[src/rtl/seq_pkg.sv]
// Shared constants for the serial sequence path: generator FSM encodings,
// default sizing, and the detector target pattern reused by detector benches.
package seq_pkg;

   localparam logic [1:0] ST_IDLE  = 2'd0;
   localparam logic [1:0] ST_SHIFT = 2'd1;
   localparam logic [1:0] ST_DONE  = 2'd2;

   localparam int DEF_MAX_LEN = 8;
   localparam int DEF_LEN_W   = 4;
   localparam int DEF_REP_W   = 4;

   localparam logic [7:0] DET_PATTERN = 8'h0B;
   localparam logic [3:0] DET_LEN     = 4'd4;

endpackage

[src/rtl/seq_shift_reg.sv]
// Loadable left-shift register with a selectable MSB tap at len-1 and a
// bit down-counter whose terminal flag marks the last bit of a pattern.
module seq_shift_reg
   import seq_pkg::*;
#(
   parameter int MAX_LEN = DEF_MAX_LEN,
   parameter int LEN_W   = DEF_LEN_W
)(
   input  logic               clk,
   input  logic               rst,
   input  logic               load,
   input  logic               shift,
   input  logic [MAX_LEN-1:0] din,
   input  logic [LEN_W-1:0]   len,
   output logic               tap,
   output logic               last
);

   logic [MAX_LEN-1:0] data_r;
   logic [LEN_W-1:0]   cnt_r;

   function automatic logic pick_bit(input logic [MAX_LEN-1:0] v, input logic [LEN_W-1:0] idx);
      logic r;
      r = 1'b0;
      for (int i = 0; i < MAX_LEN; i++) begin
         r = (idx == LEN_W'(i)) ? v[i] : r;
      end
      return r;
   endfunction

   // Data and bit-counter registers: load restarts a pattern, shift advances one bit
   always_ff @(posedge clk or negedge rst) begin
      if (!rst) begin
         data_r <= {MAX_LEN{1'b0}};
         cnt_r  <= {LEN_W{1'b0}};
      end else if (load) begin
         data_r <= din;
         cnt_r  <= len - LEN_W'(1);
      end else if (shift) begin
         data_r <= {data_r[MAX_LEN-2:0], 1'b0};
         cnt_r  <= cnt_r - LEN_W'(1);
      end else begin
         data_r <= data_r;
         cnt_r  <= cnt_r;
      end
   end

   assign tap  = pick_bit(data_r, len - LEN_W'(1));
   assign last = (cnt_r == {LEN_W{1'b0}});

endmodule

[src/rtl/seq_pattern_tx.sv]
// Serial bit-pattern transmitter: sends pattern[len_eff-1:0] MSB-first, reps
// times (0 = until abort), with start/ready handshake and a done pulse.
module seq_pattern_tx
   import seq_pkg::*;
#(
   parameter int MAX_LEN = DEF_MAX_LEN,
   parameter int LEN_W   = DEF_LEN_W,
   parameter int REP_W   = DEF_REP_W
)(
   input  logic               clk,
   input  logic               rst,
   input  logic               start,
   input  logic               abort,
   input  logic [MAX_LEN-1:0] pattern,
   input  logic [LEN_W-1:0]   len,
   input  logic [REP_W-1:0]   reps,
   output logic               ready,
   output logic               busy,
   output logic               dout,
   output logic               dout_valid,
   output logic               done
);

   logic [1:0]         state_r, state_nx_s;
   logic [MAX_LEN-1:0] pat_r, pat_nx_s, ld_data_s;
   logic [LEN_W-1:0]   len_r, len_nx_s, len_eff_s, ld_len_s;
   logic [REP_W-1:0]   reps_r, reps_nx_s;
   logic               dout_r, dout_nx_s, valid_r, valid_nx_s, done_r, done_nx_s;
   logic               load_s, shift_s, tap_s, last_s;

   function automatic logic pick_bit(input logic [MAX_LEN-1:0] v, input logic [LEN_W-1:0] idx);
      logic r;
      r = 1'b0;
      for (int i = 0; i < MAX_LEN; i++) begin
         r = (idx == LEN_W'(i)) ? v[i] : r;
      end
      return r;
   endfunction

   assign len_eff_s = (len > LEN_W'(MAX_LEN)) ? LEN_W'(MAX_LEN) : len;

   // The shift register always holds the bits that follow the one on dout,
   // which is why it is loaded with the pattern pre-shifted by one.
   seq_shift_reg #(
      .MAX_LEN (MAX_LEN),
      .LEN_W   (LEN_W)
   ) u_shift (
      .clk   (clk),
      .rst   (rst),
      .load  (load_s),
      .shift (shift_s),
      .din   (ld_data_s),
      .len   (ld_len_s),
      .tap   (tap_s),
      .last  (last_s)
   );

   // Next-state and next-output decode for the IDLE/SHIFT/DONE sequencer
   always_comb begin
      state_nx_s = state_r;
      pat_nx_s   = pat_r;
      len_nx_s   = len_r;
      reps_nx_s  = reps_r;
      dout_nx_s  = 1'b0;
      valid_nx_s = 1'b0;
      done_nx_s  = 1'b0;
      load_s     = 1'b0;
      shift_s    = 1'b0;
      ld_data_s  = {pat_r[MAX_LEN-2:0], 1'b0};
      ld_len_s   = len_r;
      case (state_r)
         ST_IDLE: begin
            if (start && (len != {LEN_W{1'b0}})) begin
               state_nx_s = ST_SHIFT;
               pat_nx_s   = pattern;
               len_nx_s   = len_eff_s;
               reps_nx_s  = reps;
               dout_nx_s  = pick_bit(pattern, len_eff_s - LEN_W'(1));
               valid_nx_s = 1'b1;
               load_s     = 1'b1;
               ld_data_s  = {pattern[MAX_LEN-2:0], 1'b0};
               ld_len_s   = len_eff_s;
            end else begin
               state_nx_s = ST_IDLE;
            end
         end
         ST_SHIFT: begin
            if (abort) begin
               state_nx_s = ST_IDLE;
            end else if (!last_s) begin
               shift_s    = 1'b1;
               dout_nx_s  = tap_s;
               valid_nx_s = 1'b1;
            end else if ((reps_r == {REP_W{1'b0}}) || (reps_r > REP_W'(1))) begin
               // Back-to-back repetition: restart at the MSB with no gap cycle
               load_s     = 1'b1;
               dout_nx_s  = pick_bit(pat_r, len_r - LEN_W'(1));
               valid_nx_s = 1'b1;
               if (reps_r != {REP_W{1'b0}}) begin
                  reps_nx_s = reps_r - REP_W'(1);
               end else begin
                  reps_nx_s = reps_r;
               end
            end else begin
               state_nx_s = ST_DONE;
               done_nx_s  = 1'b1;
               reps_nx_s  = reps_r - REP_W'(1);
            end
         end
         ST_DONE: begin
            state_nx_s = ST_IDLE;
         end
         default: begin
            state_nx_s = ST_IDLE;
         end
      endcase
   end

   // State, captured transfer parameters and registered serial outputs
   always_ff @(posedge clk or negedge rst) begin
      if (!rst) begin
         state_r <= ST_IDLE;
         pat_r   <= {MAX_LEN{1'b0}};
         len_r   <= {LEN_W{1'b0}};
         reps_r  <= {REP_W{1'b0}};
         dout_r  <= 1'b0;
         valid_r <= 1'b0;
         done_r  <= 1'b0;
      end else begin
         state_r <= state_nx_s;
         pat_r   <= pat_nx_s;
         len_r   <= len_nx_s;
         reps_r  <= reps_nx_s;
         dout_r  <= dout_nx_s;
         valid_r <= valid_nx_s;
         done_r  <= done_nx_s;
      end
   end

   assign ready      = (state_r == ST_IDLE);
   assign busy       = (state_r == ST_SHIFT);
   assign dout       = dout_r;
   assign dout_valid = valid_r;
   assign done       = done_r;

endmodule
[config.mk]
export PLATFORM = sky130hd
export DESIGN_NAME = seq_pattern_tx
export DESIGN_NICKNAME = d
export VERILOG_FILES = /design/src/rtl/seq_pkg.sv /design/src/rtl/seq_shift_reg.sv /design/src/rtl/seq_pattern_tx.sv
export SDC_FILE = /design/constraint.sdc
export NUM_CORES = 1
export LEC_CHECK = 0
export CORE_UTILIZATION = 40
export DETAILED_ROUTE_END_ITERATION = 10
export DONT_BUFFER_PORTS = 1
export GPL_TIMING_DRIVEN = 1
export PLACE_DENSITY_LB_ADDON = 0.25
export SETUP_SLACK_MARGIN = 0.1
export SLEW_MARGIN = 20
export SYNTH_ARGS = -nofsm -noshare
export SYNTH_HDL_FRONTEND = slang
export SYNTH_HIERARCHICAL = 1
export SYNTH_SLANG_ARGS = --single-unit
[constraint.sdc]
create_clock -name clk -period 5.1 [get_ports clk]
set_clock_uncertainty 0.15 [all_clocks]
set_input_delay 0.51 -clock clk [delete_from_list [all_inputs] [get_ports clk]]
set_output_delay 0.51 -clock clk [all_outputs]
set_load 0.005 [all_outputs]
==> flow_metrics.env <==
export IMPL_mappedNetlistNets=218
export IMPL_min_delay_path_class="primary input to flip-flop"
export IMPL_final_max_slew_viol_count=0
export IMPL_area_fraction_in_compound_gates_after_synthesis_pct=14.2
export IMPL_crit_chain="or3b_1 -> o31ai_1 -> inv_1 -> ha_1 -> nor4bb_1 -> a221oi_2 -> nand2_1 -> o21ai_1 -> nor2b_1 -> a41o_1 -> nand2_1 -> o311ai_1"
export IMPL_setup_viol=0
export IMPL_worst_hold_path_num_cells=1
export IMPL_initial_antenna_violation_count=0
export IMPL_setup_reg_to_reg_worst_slack_ps=1570
export IMPL_global_route_overflow_total=0
export IMPL_cell_type_with_the_largest_total_area_after_synthesis="sky130_fd_sc_hd__dfrtp_1"
export IMPL_tritoncts_num_buffers=5
export IMPL_detail_route_first_pass_iterations=4
export IMPL_synth_flop_cell="sky130_fd_sc_hd__dfrtp_1"
export IMPL_reg2reg_to="dout$_DFF_PN0_"
export IMPL_critPathSlowestCell="sky130_fd_sc_hd__o31ai_1"
export IMPL_post_synth_mux_area_share_pct=18.3
export IMPL_synth_xor_xnor_area_share_pct=2.15
export IMPL_grt_pass1_vias=1470
export IMPL_max_cap_viol_count=0
export IMPL_hold_viol=0
export IMPL_die_w_um=73.4
export IMPL_synth_top_family_by_area="multiplexers"
export IMPL_leakagePower_uw=0.000908
export IMPL_clock_tree_root_cell="sky130_fd_sc_hd__clkbuf_8"
export IMPL_placement_io_buffers=0
export IMPL_path_max_fanout=11
export IMPL_ir_drop_v=0.000211
export IMPL_clock_tree_from_tritoncts="built"
export IMPL_clock_tree_buf_depth=2
export IMPL_top_level_ports=25
export IMPL_critical_path_most_common_cell="sky130_fd_sc_hd__nand2_1"
export IMPL_grt_setup_unrepaired="no"
export IMPL_fp_row_count=25
export IMPL_clk_insertion_delay_late_ps=280
export IMPL_effective_utilization_at_floorplan_pct=42.3
export IMPL_post_cts_repair_setup_buffers=0
export IMPL_layout_commonest_cell="sky130_fd_sc_hd__dfrtp_1"
export IMPL_gp_congestion=0.832
export IMPL_maxClockFrequency_mhz=283
export IMPL_holdCritStartpoint="abort"
export IMPL_synth_cell_area_mm2=0.00204
export IMPL_postSynthAreaPerCell_um2=10.7
export IMPL_synthAdderAreaFrac_pct=4.29
export IMPL_pre_cts_slack_ps=1520
export IMPL_layout_cells_most_common_list="33 x sky130_fd_sc_hd__dfrtp_1, 18 x sky130_fd_sc_hd__nand2_1, 14 x sky130_fd_sc_hd__o21ai_0"
export IMPL_fp_dieH_um=73.4
export IMPL_post_layout_nonfiller_instances=261
export IMPL_drive_above_1_share_pct=16.5
export IMPL_tcrit_tclk_final_pct=69.2
export IMPL_grt_max_degree=34
export IMPL_timing_critical_path_to_type="flip-flop"
export IMPL_synth_enable_flop_cells=0
export IMPL_synthesized_flop_and_latch_total=33
export IMPL_path_clk_slew_ps=60
export IMPL_timing_hold_worst_endpoint="state_r[1]$_DFFE_PN0P_"
export IMPL_synth_simple_gate_area_share_pct=16.2
export IMPL_placed_cells_incl_taps=252
export IMPL_final_setup_worst_slack_ps=1570
export IMPL_wl_per_cell_um=15.9
export IMPL_netlist_cell_type_count=52
export IMPL_drt_total_wl_um=4150
export IMPL_worstPathBufferInverterCount=1
export IMPL_track_usage_pct=17.6
export IMPL_syn_inst=191
export IMPL_worst_ep_required_time_ps=5100
export IMPL_r2r_start="state_r[0]$_DFFE_PN0P_"
export IMPL_clock_sinks=33
export IMPL_areaGrowthSynthToFinish_pct=8.40
export IMPL_cpLargestDelayFamily="simple AND/OR/NAND/NOR gates"
export IMPL_placed_area_mm2=0.00209
export IMPL_die_outline_area_mm2=0.00539
export IMPL_residual_drc=0
export IMPL_p_per_area_mw_per_mm2=430
export IMPL_cp_data_arrival_time_ps=3530
export IMPL_routed_via_count=1416
export IMPL_synth_warnings=6
export IMPL_slew_headroom_pct=46.8
export IMPL_cp_num_cells=12
export IMPL_cts_resized=0
export IMPL_core_area_mm2=0.00482
export IMPL_outcome="completed"
export IMPL_iteration_0_drc_count_of_the_detailed_router=39
export IMPL_num_antenna_cells=0
export IMPL_ys_seq_area_share_pct=40.5
export IMPL_synth_async_sr_flop_share_pct=100
export IMPL_timing_final_crit_period_ps=3530
export IMPL_tightest_slew_ps=792
export IMPL_grt_pass1_wl_um=7060
export IMPL_setup_tns_ps=0
export IMPL_worst_r2r_path_depth=12
export IMPL_worst_setup_path_type="flip-flop to flip-flop"
export IMPL_cp_slowest_stage_delay_ps=750
export IMPL_finish_net_count=221
export IMPL_htree_levels=2
export IMPL_cp_start_kind="flip-flop"
export IMPL_synth_top_cells_by_area="sky130_fd_sc_hd__dfrtp_1 40%, sky130_fd_sc_hd__mux2_4 6.6%, sky130_fd_sc_hd__mux2i_1 5.4%"
export IMPL_yosys_area_top_type_share_pct=40.5
export IMPL_antenna_violating_nets_left=0
export IMPL_final_cell_area_mm2=0.00221
export IMPL_ctsHoldBuffers=2
export IMPL_place_hpwl_um=3030
export IMPL_avgViaCountPerCell=5.43
registers in the layout (all words and copies together) (netlist names):
name and flops:
state_r 2, u_shift/cnt_r 4, pat_r 8, dout 1, reps_r 4, dout_valid 1, len_r 4, u_shift/data_r 8
done 1
power by group:
group / internal [uW] / switching [uW] / leakage [uW] / total [uW]
combinational: 163 / 166 / 0.000461 / 329
sequential: 347 / 76.6 / 0.000402 / 424
clock: 107 / 90.4 / 0.0000443 / 197
total: 617 / 333 / 0.000908 / 950
per-stage QoR:
stage          total power (uW)  hold WS (ps)  util [%]
5_1_grt                    1020           130      45.9
2_1_floorplan               678          64.4         -
4_1_cts                     959           142      45.8
3_3_place_gp                732          66.1      43.4
6_report                    950           148      45.9
3_5_place_dp                749          66.3      43.4
worst max path at each step:
stage | end | start
after global placement | dout$_DFF_PN0_ | start
after detailed placement | dout$_DFF_PN0_ | start
after CTS | dout$_DFF_PN0_ | state_r[0]$_DFFE_PN0P_
after global routing | dout$_DFF_PN0_ | state_r[0]$_DFFE_PN0P_
final | dout$_DFF_PN0_ | state_r[0]$_DFFE_PN0P_
after floorplan | dout$_DFF_PN0_ | start
routing by layer:
metal	wire length (um)	vias to the layer above	track usage, %
li1	-	704	-
met1	1940	687	22.0
met2	2000	21	28.8
met3	154	4	5.21
met4	62	0	6.41
met5	0	-	0
cells by family after synthesis:
family,after synthesis
simple gates,55
xor+xnor,5
fa+ha+maj,7
mux,29
buf+inv,18
flops,33
other cells,1
compound gates,43
layout make-up:
cell class / instances / area [um^2]
Tap cell: 67 / 83.8
Clock buffer: 7 / 86.3
Multi-Input combinational cell: 140 / 1130
Inverter: 10 / 37.5
Sequential cell: 33 / 826
Timing Repair Buffer: 4 / 45.0
Fill cell: 475 / 2610
synth_stat cells (4+ instances only):
cell type / number
sky130_fd_sc_hd__o21ai_0: 15
sky130_fd_sc_hd__mux2_4: 9
sky130_fd_sc_hd__inv_1: 10
sky130_fd_sc_hd__nor2_1: 8
sky130_fd_sc_hd__dfrtp_1: 33
sky130_fd_sc_hd__mux2_1: 4
sky130_fd_sc_hd__mux2i_1: 11
sky130_fd_sc_hd__nand2_1: 18
sky130_fd_sc_hd__ha_1: 7
sky130_fd_sc_hd__a21oi_1: 8
sky130_fd_sc_hd__xor2_1: 4
sky130_fd_sc_hd__nand2b_1: 4
worst register-to-register path: cells and delay by family (launching register included):
| kind | cells | cell delay [ps] |
|---|---|---|
| compound gates | 5 | 1180 |
| fa+ha+maj | 1 | 310 |
| buf+inv | 1 | 160 |
| flops | 1 | 390 |
| simple gates | 5 | 1220 |
Note: power is estimated with default switching activity, not from simulation.
